`config.mk`:
```
export PLATFORM = sky130hd
export DESIGN_NAME = ram4_sequencer_flat
export DESIGN_NICKNAME = d
export VERILOG_FILES = /design/src/rtl/ram4_sequencer_if.sv /design/src/rtl/ram4_sequencer.sv /design/src/flat_wrapper.sv
export SDC_FILE = /design/constraint.sdc
export NUM_CORES = 1
export LEC_CHECK = 0
export CORE_ASPECT_RATIO = 1.4
export CORE_MARGIN = 8
export CORE_UTILIZATION = 47
export CTS_BUF_LIST = sky130_fd_sc_hd__clkbuf_4 sky130_fd_sc_hd__clkbuf_8
export DETAILED_ROUTE_END_ITERATION = 10
export PLACE_DENSITY = 0.8
export SLEW_MARGIN = 20
export SYNTH_ARGS = -nofsm -noshare
export SYNTH_HDL_FRONTEND = slang
export SYNTH_SLANG_ARGS = --single-unit
```
`constraint.sdc`:
```
create_clock -name clk -period 2.42 [get_ports clk]
set_clock_uncertainty 0.2 [all_clocks]
set_input_delay 0.484 -clock clk [delete_from_list [all_inputs] [get_ports clk]]
set_output_delay 0.484 -clock clk [all_outputs]
set_load 0.01 [all_outputs]
```
`src/rtl/ram4_sequencer_if.sv`:
```
// ram4_sequencer_if
//   Bundles the command handshake, the response and the RAM/accumulator
//   datapath bus that the sequencer sits between.
//   master : command source and datapath read side. It drives cmd_valid,
//            cmd_op, cmd_addr, cmd_data and ram_q, and observes the rest.
//   slave  : the sequencer. It drives cmd_ready, ram_addr, ram_d, ram_we,
//            acc_ld, rsp_valid, rd_data and cmd_count.
`timescale 1ns/1ps
interface ram4_sequencer_if #(
    parameter int ADDR_W = 2,
    parameter int DATA_W = 4
);
    logic              cmd_valid;
    logic              cmd_ready;
    logic [1:0]        cmd_op;
    logic [ADDR_W-1:0] cmd_addr;
    logic [DATA_W-1:0] cmd_data;
    logic [ADDR_W-1:0] ram_addr;
    logic [DATA_W-1:0] ram_d;
    logic              ram_we;
    logic              acc_ld;
    logic [DATA_W-1:0] ram_q;
    logic              rsp_valid;
    logic [DATA_W-1:0] rd_data;
    logic [3:0]        cmd_count;

    modport master (
        output cmd_valid, cmd_op, cmd_addr, cmd_data, ram_q,
        input  cmd_ready, ram_addr, ram_d, ram_we, acc_ld,
               rsp_valid, rd_data, cmd_count
    );

    modport slave (
        input  cmd_valid, cmd_op, cmd_addr, cmd_data, ram_q,
        output cmd_ready, ram_addr, ram_d, ram_we, acc_ld,
               rsp_valid, rd_data, cmd_count
    );
endinterface

```
`src/rtl/ram4_sequencer.sv`:
```
// ram4_sequencer
//   Command-driven controller for the 4-word x 4-bit register RAM and
//   accumulator datapath. It accepts WRITE / READ / LOAD_ACC / FILL commands
//   over a valid/ready handshake and drives address, write data and the two
//   strobes. Address and data are stable SETUP_CYC cycles before a strobe and
//   HOLD_CYC cycles after it. It captures read data and signals completion
//   with a one-cycle response pulse.
//   Ports:
//     clk  - system clock, rising edge
//     rst  - synchronous active-high reset
//     bus  - ram4_sequencer_if.slave:
//            cmd_valid/cmd_ready/cmd_op/cmd_addr/cmd_data  command handshake
//            ram_addr/ram_d/ram_we/acc_ld/ram_q            datapath bus
//            rsp_valid/rd_data/cmd_count                   completion status
`timescale 1ns/1ps
module ram4_sequencer #(
    parameter int ADDR_W    = 2,
    parameter int DATA_W    = 4,
    parameter int SETUP_CYC = 1,
    parameter int HOLD_CYC  = 1
) (
    input  logic              clk,
    input  logic              rst,
    ram4_sequencer_if.slave   bus
);

    typedef enum logic [1:0] {
        S_IDLE   = 2'b00,
        S_SETUP  = 2'b01,
        S_STROBE = 2'b10,
        S_HOLD   = 2'b11
    } state_t;

    typedef enum logic [1:0] {
        OP_WRITE    = 2'b00,
        OP_READ     = 2'b01,
        OP_LOAD_ACC = 2'b10,
        OP_FILL     = 2'b11
    } op_t;

    // The timer only ever holds SETUP_CYC-1 or HOLD_CYC-1 and counts down.
    localparam int T_MAX   = (SETUP_CYC > HOLD_CYC) ? SETUP_CYC : HOLD_CYC;
    localparam int TIMER_W = (T_MAX < 2) ? 1 : $clog2(T_MAX);
    localparam logic [TIMER_W-1:0] T_SETUP   = TIMER_W'(SETUP_CYC - 1);
    localparam logic [TIMER_W-1:0] T_HOLD    = TIMER_W'(HOLD_CYC - 1);
    localparam logic [ADDR_W-1:0]  ADDR_LAST = '1;

    state_t            r_state;
    state_t            w_state_nxt;
    op_t               r_op;
    logic [TIMER_W-1:0] r_timer;
    logic [ADDR_W-1:0] r_addr;
    logic [DATA_W-1:0] r_d;
    logic              r_we;
    logic              r_ld;
    logic              r_rsp;
    logic [DATA_W-1:0] r_rd;
    logic [3:0]        r_cnt;

    logic              w_ready;
    logic              w_accept;
    logic              w_timer_done;
    logic              w_fill_more;
    logic              w_we_nxt;
    logic              w_ld_nxt;
    logic              w_rsp_nxt;

    assign w_ready      = (r_state == S_IDLE);
    assign w_accept     = w_ready & bus.cmd_valid;
    assign w_timer_done = (r_timer == '0);
    // FILL walks every word; it ends after the top address has been written.
    assign w_fill_more  = (r_op == OP_FILL) && (r_addr != ADDR_LAST);

    // State register
    always_ff @(posedge clk) begin
        if (rst) begin
            r_state <= S_IDLE;
        end else begin
            r_state <= w_state_nxt;
        end
    end

    // Next-state logic
    always_comb begin
        w_state_nxt = r_state;
        case (r_state)
            S_IDLE:   if (w_accept)     w_state_nxt = S_SETUP;
            S_SETUP:  if (w_timer_done) w_state_nxt = S_STROBE;
            S_STROBE:                   w_state_nxt = S_HOLD;
            S_HOLD: begin
                if (w_timer_done) begin
                    w_state_nxt = w_fill_more ? S_SETUP : S_IDLE;
                end
            end
            default:                    w_state_nxt = S_IDLE;
        endcase
    end

    // Output decode. Strobes are computed one cycle early from the next
    // state and then registered, so the datapath sees clean flop outputs
    // that it can safely use as clocks.
    always_comb begin
        w_we_nxt  = 1'b0;
        w_ld_nxt  = 1'b0;
        w_rsp_nxt = 1'b0;
        if (w_state_nxt == S_STROBE) begin
            w_we_nxt = (r_op == OP_WRITE) || (r_op == OP_FILL);
            w_ld_nxt = (r_op == OP_LOAD_ACC);
        end
        if ((r_state == S_HOLD) && (w_state_nxt == S_IDLE)) begin
            w_rsp_nxt = 1'b1;
        end
    end

    // Registered outputs, command latch and timer
    always_ff @(posedge clk) begin
        if (rst) begin
            r_op    <= OP_WRITE;
            r_timer <= '0;
            r_addr  <= '0;
            r_d     <= '0;
            r_we    <= 1'b0;
            r_ld    <= 1'b0;
            r_rsp   <= 1'b0;
            r_rd    <= '0;
            r_cnt   <= '0;
        end else begin
            r_we  <= w_we_nxt;
            r_ld  <= w_ld_nxt;
            r_rsp <= w_rsp_nxt;
            if (w_rsp_nxt) begin
                r_cnt <= r_cnt + 4'd1;
            end
            case (r_state)
                S_IDLE: begin
                    if (w_accept) begin
                        r_op    <= op_t'(bus.cmd_op);
                        r_addr  <= (op_t'(bus.cmd_op) == OP_FILL) ? '0 : bus.cmd_addr;
                        r_d     <= bus.cmd_data;
                        r_timer <= T_SETUP;
                    end
                end
                S_SETUP: begin
                    if (!w_timer_done) begin
                        r_timer <= r_timer - 1'b1;
                    end
                end
                S_STROBE: begin
                    // Address is still stable here, so the read mux output is valid.
                    if (r_op == OP_READ) begin
                        r_rd <= bus.ram_q;
                    end
                    r_timer <= T_HOLD;
                end
                S_HOLD: begin
                    if (!w_timer_done) begin
                        r_timer <= r_timer - 1'b1;
                    end else if (w_fill_more) begin
                        r_addr  <= r_addr + 1'b1;
                        r_timer <= T_SETUP;
                    end
                end
                default: ;
            endcase
        end
    end

    assign bus.cmd_ready = w_ready;
    assign bus.ram_addr  = r_addr;
    assign bus.ram_d     = r_d;
    assign bus.ram_we    = r_we;
    assign bus.acc_ld    = r_ld;
    assign bus.rsp_valid = r_rsp;
    assign bus.rd_data   = r_rd;
    assign bus.cmd_count = r_cnt;

endmodule
```
`src/flat_wrapper.sv`:
```
// flat-port wrapper written by rule: the top's interface ports become plain ports
module ram4_sequencer_flat 
#(
    parameter int ADDR_W    = 2,
    parameter int DATA_W    = 4,
    parameter int SETUP_CYC = 1,
    parameter int HOLD_CYC  = 1
)
  (clk, rst, bus_cmd_valid, bus_cmd_op, bus_cmd_addr, bus_cmd_data, bus_ram_q, bus_cmd_ready, bus_ram_addr, bus_ram_d, bus_ram_we, bus_acc_ld, bus_rsp_valid, bus_rd_data, bus_cmd_count);
  ram4_sequencer_if #(.ADDR_W(ADDR_W), .DATA_W(DATA_W)) bus_i ();
  input  logic clk;
  input  logic rst;
  input wire logic [$bits(bus_i.cmd_valid)-1:0] bus_cmd_valid;
  input wire logic [$bits(bus_i.cmd_op)-1:0] bus_cmd_op;
  input wire logic [$bits(bus_i.cmd_addr)-1:0] bus_cmd_addr;
  input wire logic [$bits(bus_i.cmd_data)-1:0] bus_cmd_data;
  input wire logic [$bits(bus_i.ram_q)-1:0] bus_ram_q;
  output wire logic [$bits(bus_i.cmd_ready)-1:0] bus_cmd_ready;
  output wire logic [$bits(bus_i.ram_addr)-1:0] bus_ram_addr;
  output wire logic [$bits(bus_i.ram_d)-1:0] bus_ram_d;
  output wire logic [$bits(bus_i.ram_we)-1:0] bus_ram_we;
  output wire logic [$bits(bus_i.acc_ld)-1:0] bus_acc_ld;
  output wire logic [$bits(bus_i.rsp_valid)-1:0] bus_rsp_valid;
  output wire logic [$bits(bus_i.rd_data)-1:0] bus_rd_data;
  output wire logic [$bits(bus_i.cmd_count)-1:0] bus_cmd_count;
  assign bus_i.cmd_valid = bus_cmd_valid;
  assign bus_i.cmd_op = bus_cmd_op;
  assign bus_i.cmd_addr = bus_cmd_addr;
  assign bus_i.cmd_data = bus_cmd_data;
  assign bus_i.ram_q = bus_ram_q;
  assign bus_cmd_ready = bus_i.cmd_ready;
  assign bus_ram_addr = bus_i.ram_addr;
  assign bus_ram_d = bus_i.ram_d;
  assign bus_ram_we = bus_i.ram_we;
  assign bus_acc_ld = bus_i.acc_ld;
  assign bus_rsp_valid = bus_i.rsp_valid;
  assign bus_rd_data = bus_i.rd_data;
  assign bus_cmd_count = bus_i.cmd_count;
  ram4_sequencer #(.ADDR_W(ADDR_W), .DATA_W(DATA_W), .SETUP_CYC(SETUP_CYC), .HOLD_CYC(HOLD_CYC)) u_core (.clk(clk), .rst(rst), .bus(bus_i));
endmodule
```
==> metrics.txt, run 1 <==
Sequential Power Share 0.366; Die Wd 56.11 um; final-report max-slew violation count 0; worst r2r path cells 6; CP required 1740 ps; Clock power frac 0.144; Initial Utilization 0.4919; num ports 33; worst hold path depth 2; period utilization 0.9612; worst-path fanout max 9; Sw Ratio 0.3597; ys flop type dfxtp_1; Hold Buf Count CTS 0; total power 1.221 mW; Root Driver clkbuf_4; Synth Cell Area 0.001059 mm2; worst min-delay path endpoint u_core.bus.rd_data[3]; pwr/cell area 859.7 mW/mm2; Placeable Area 0.002152 mm2; most frequent cells in the layout clkdlybuf4s50_1 (32), dfxtp_1 (21), nand2_1 (14), a21oi_1 (11), nand3_1 (10); final net count 170; crit path DAT 1640 ps; via count 880; adder and majority gate portion of the synthesized area 0.1064; Site Rows 20; status finished, final reports clean; DP HPWL 1.883 mm; maximum buffer depth of the clock tree 2; R2R setup slack 390 ps; Post-CTS Setup Bufs 0; GRT overflow 0; total iterations of the first detailed-routing run 4; first-pass GRT wire length 4.071 mm; FF-to-FF End u_core.bus.cmd_count[0]; Synth Area in Simple Gates 0.2778; Tmin final 2326 ps; DR iter-0 viols 7; final hold slack 258.4 ps; Place WS 175.0 ps; P_int 0.7817 mW; final wirelength 2.346 mm; worst setup margin 93.80 ps; Die Footprint 0.004048 mm2; # port buffers 32; Routability Congestion 0.7319; Worst VDD drop 0.0004387 V; Placed Area 0.001378 mm2; clock tree from TritonCTS yes; Slew HR 0.7775; vias in the first global route 960; Remaining DRCs 0; total placed cells including tap cells 163; Max Freq 429.9 MHz; Worst Hold Class flop to flop; layout cells sized above 1 0.1034; Worst Setup Start Kind flop; Synth Net Count 135; design area 0.001420 mm2; # diodes 0; fin util 0.6599; Synth Area per Inst 9.536 um2; combinational share of power 0.490; Via density 5.269; EDFF count, synth 0; Synth Instances 111; ys async rst share 0; Pleak 0.5503 nW; initial antenna violation count 0; Clock Latency Late Sink 290 ps; Netlist cell types 28; register bit total from synthesis 21; Hold Crit Start u_core.bus.rd_data[3]; Post-DRT Antenna Nets 0; XOR/XNOR Fraction of Synth Area 0; Reg2Reg Launch Point u_core.r_state[0]; setup tns final 0 ps; most common cell after layout, fill and taps aside clkdlybuf4s50_1; clock-pin slew on the worst setup and hold paths 110 ps; Net Switching 0.4392 mW; Layout area overhead 34.16%; Final Setup Violations 0; fin cells 167; H-tree depth 1; wire length per cell 14.05 um; mux cell area share after synthesis 0.06028; CTS Buf Count 3; clk sinks 21; Compound-Gate Fraction of Synth Area 0.09574; Slew @ Worst Pin 333.7 ps; GR Util All Layers 0.1196; main combinational cell family by area after synthesis simple AND/OR/NAND/NOR gates; maxcap violations 0; Die Y 72.15 um; Crit Path Category flop to output port; Final Hold Violating Endpoints 0; pin count of the biggest net entering global routing 14; Filler Cell Count 184; nature of the critical path endpoint output port; RSZ-0062 raised after global routing false; synth warn 0; register area share after synthesis 0.3972
-- cells in the mapped netlist (all sizes together), types with 3 or more instances --
master / count / area [um2]
a21oi: 12 / 63.81
buf: 3 / 33.78
dfxtp: 21 / 420.4
ha: 9 / 112.6
inv: 4 / 15.01
mux2: 3 / 33.78
mux2i: 3 / 30.03
nand2: 15 / 72.57
nand2b: 3 / 18.77
nand3: 10 / 50.05
nor2: 5 / 21.27
nor2b: 8 / 57.55
-- metal layers --
metal,track usage,wire length [um]
met1,0.1128,919
met2,0.2336,1286
met3,0.03141,122
met4,0.04826,17
met5,0,0
-- worst max-delay path, stage by stage, from the launching register on --
cell             delay, ps
dfxtp_1                360
inv_1                  160
ha_4                   250
clkdlybuf4s50_1        570
-- registers in the layout (all words and copies together) (netlist names) --
register              flops
u_core.bus.rd_data        4
u_core.r_op               2
u_core.bus.cmd_count      4
u_core.bus.ram_addr       2
u_core.bus.rsp_valid      1
u_core.bus.ram_d          4
u_core.bus.acc_ld         1
u_core.r_state            2
u_core.bus.ram_we         1
-- what timing repair did --
item	4_1_cts	5_1_grt
gates resized for setup	2	0
endpoints found under the setup margin	1	0
endpoints found under the hold margin	0	0
-- how the worst max path moves through the flow --
stage	startpoint	endpoint	slack (ps)	cells after the start
2_1_floorplan	u_core.r_state[0]	u_core.bus.cmd_count[0]	520	7
4_1_cts	u_core.r_state[0]	bus_cmd_ready	80	3
3_3_place_gp	u_core.r_state[0]	bus_cmd_ready	240	3
5_1_grt	u_core.r_state[0]	bus_cmd_ready	7	3
3_5_place_dp	u_core.r_state[0]	bus_cmd_ready	170	3
6_report	u_core.r_state[0]	bus_cmd_ready	90	3
-- cell type report --
class,instances,area [um2],area share
inverters,4,15.01,0.01057
multi-input cells,81,584.3,0.4115
flip-flops and latches,21,420.4,0.2960
clock buffers,4,30.03,0.02115
repair buffers,35,342.8,0.2414
well taps,22,27.53,0.01938
-- kinds of logic (layout without fill, tap and decap cells) --
logic type / Yosys count / count (layout)
multiplexers: 6 / 6
AO/OA/AOI/OAI: 15 / 15
adder cells (fa/ha/maj): 9 / 9
flip-flops: 21 / 21
AND/OR/NAND/NOR: 51 / 51
buffers and inverters: 9 / 43
-- power groups by stage --
stage | registers, mW | clock network [mW] | logic [mW]
5_1_grt | 0.455 | 0.197 | 0.657
3_5_place_dp | 0.455 | 0 | 0.557
4_1_cts | 0.447 | 0.184 | 0.599
2_1_floorplan | 0.465 | 0 | 0.388
3_3_place_gp | 0.451 | 0 | 0.543
6_report | 0.447 | 0.176 | 0.599
(Power assumes the default switching activity.)
==> run 2: changes to the inputs <==
- GPL_ROUTABILITY_DRIVEN: not set -> 0
- GPL_TIMING_DRIVEN: not set -> 1
==> results of run 2 <==
No change in the layout: final DEF, timing and power equal those of run 1.
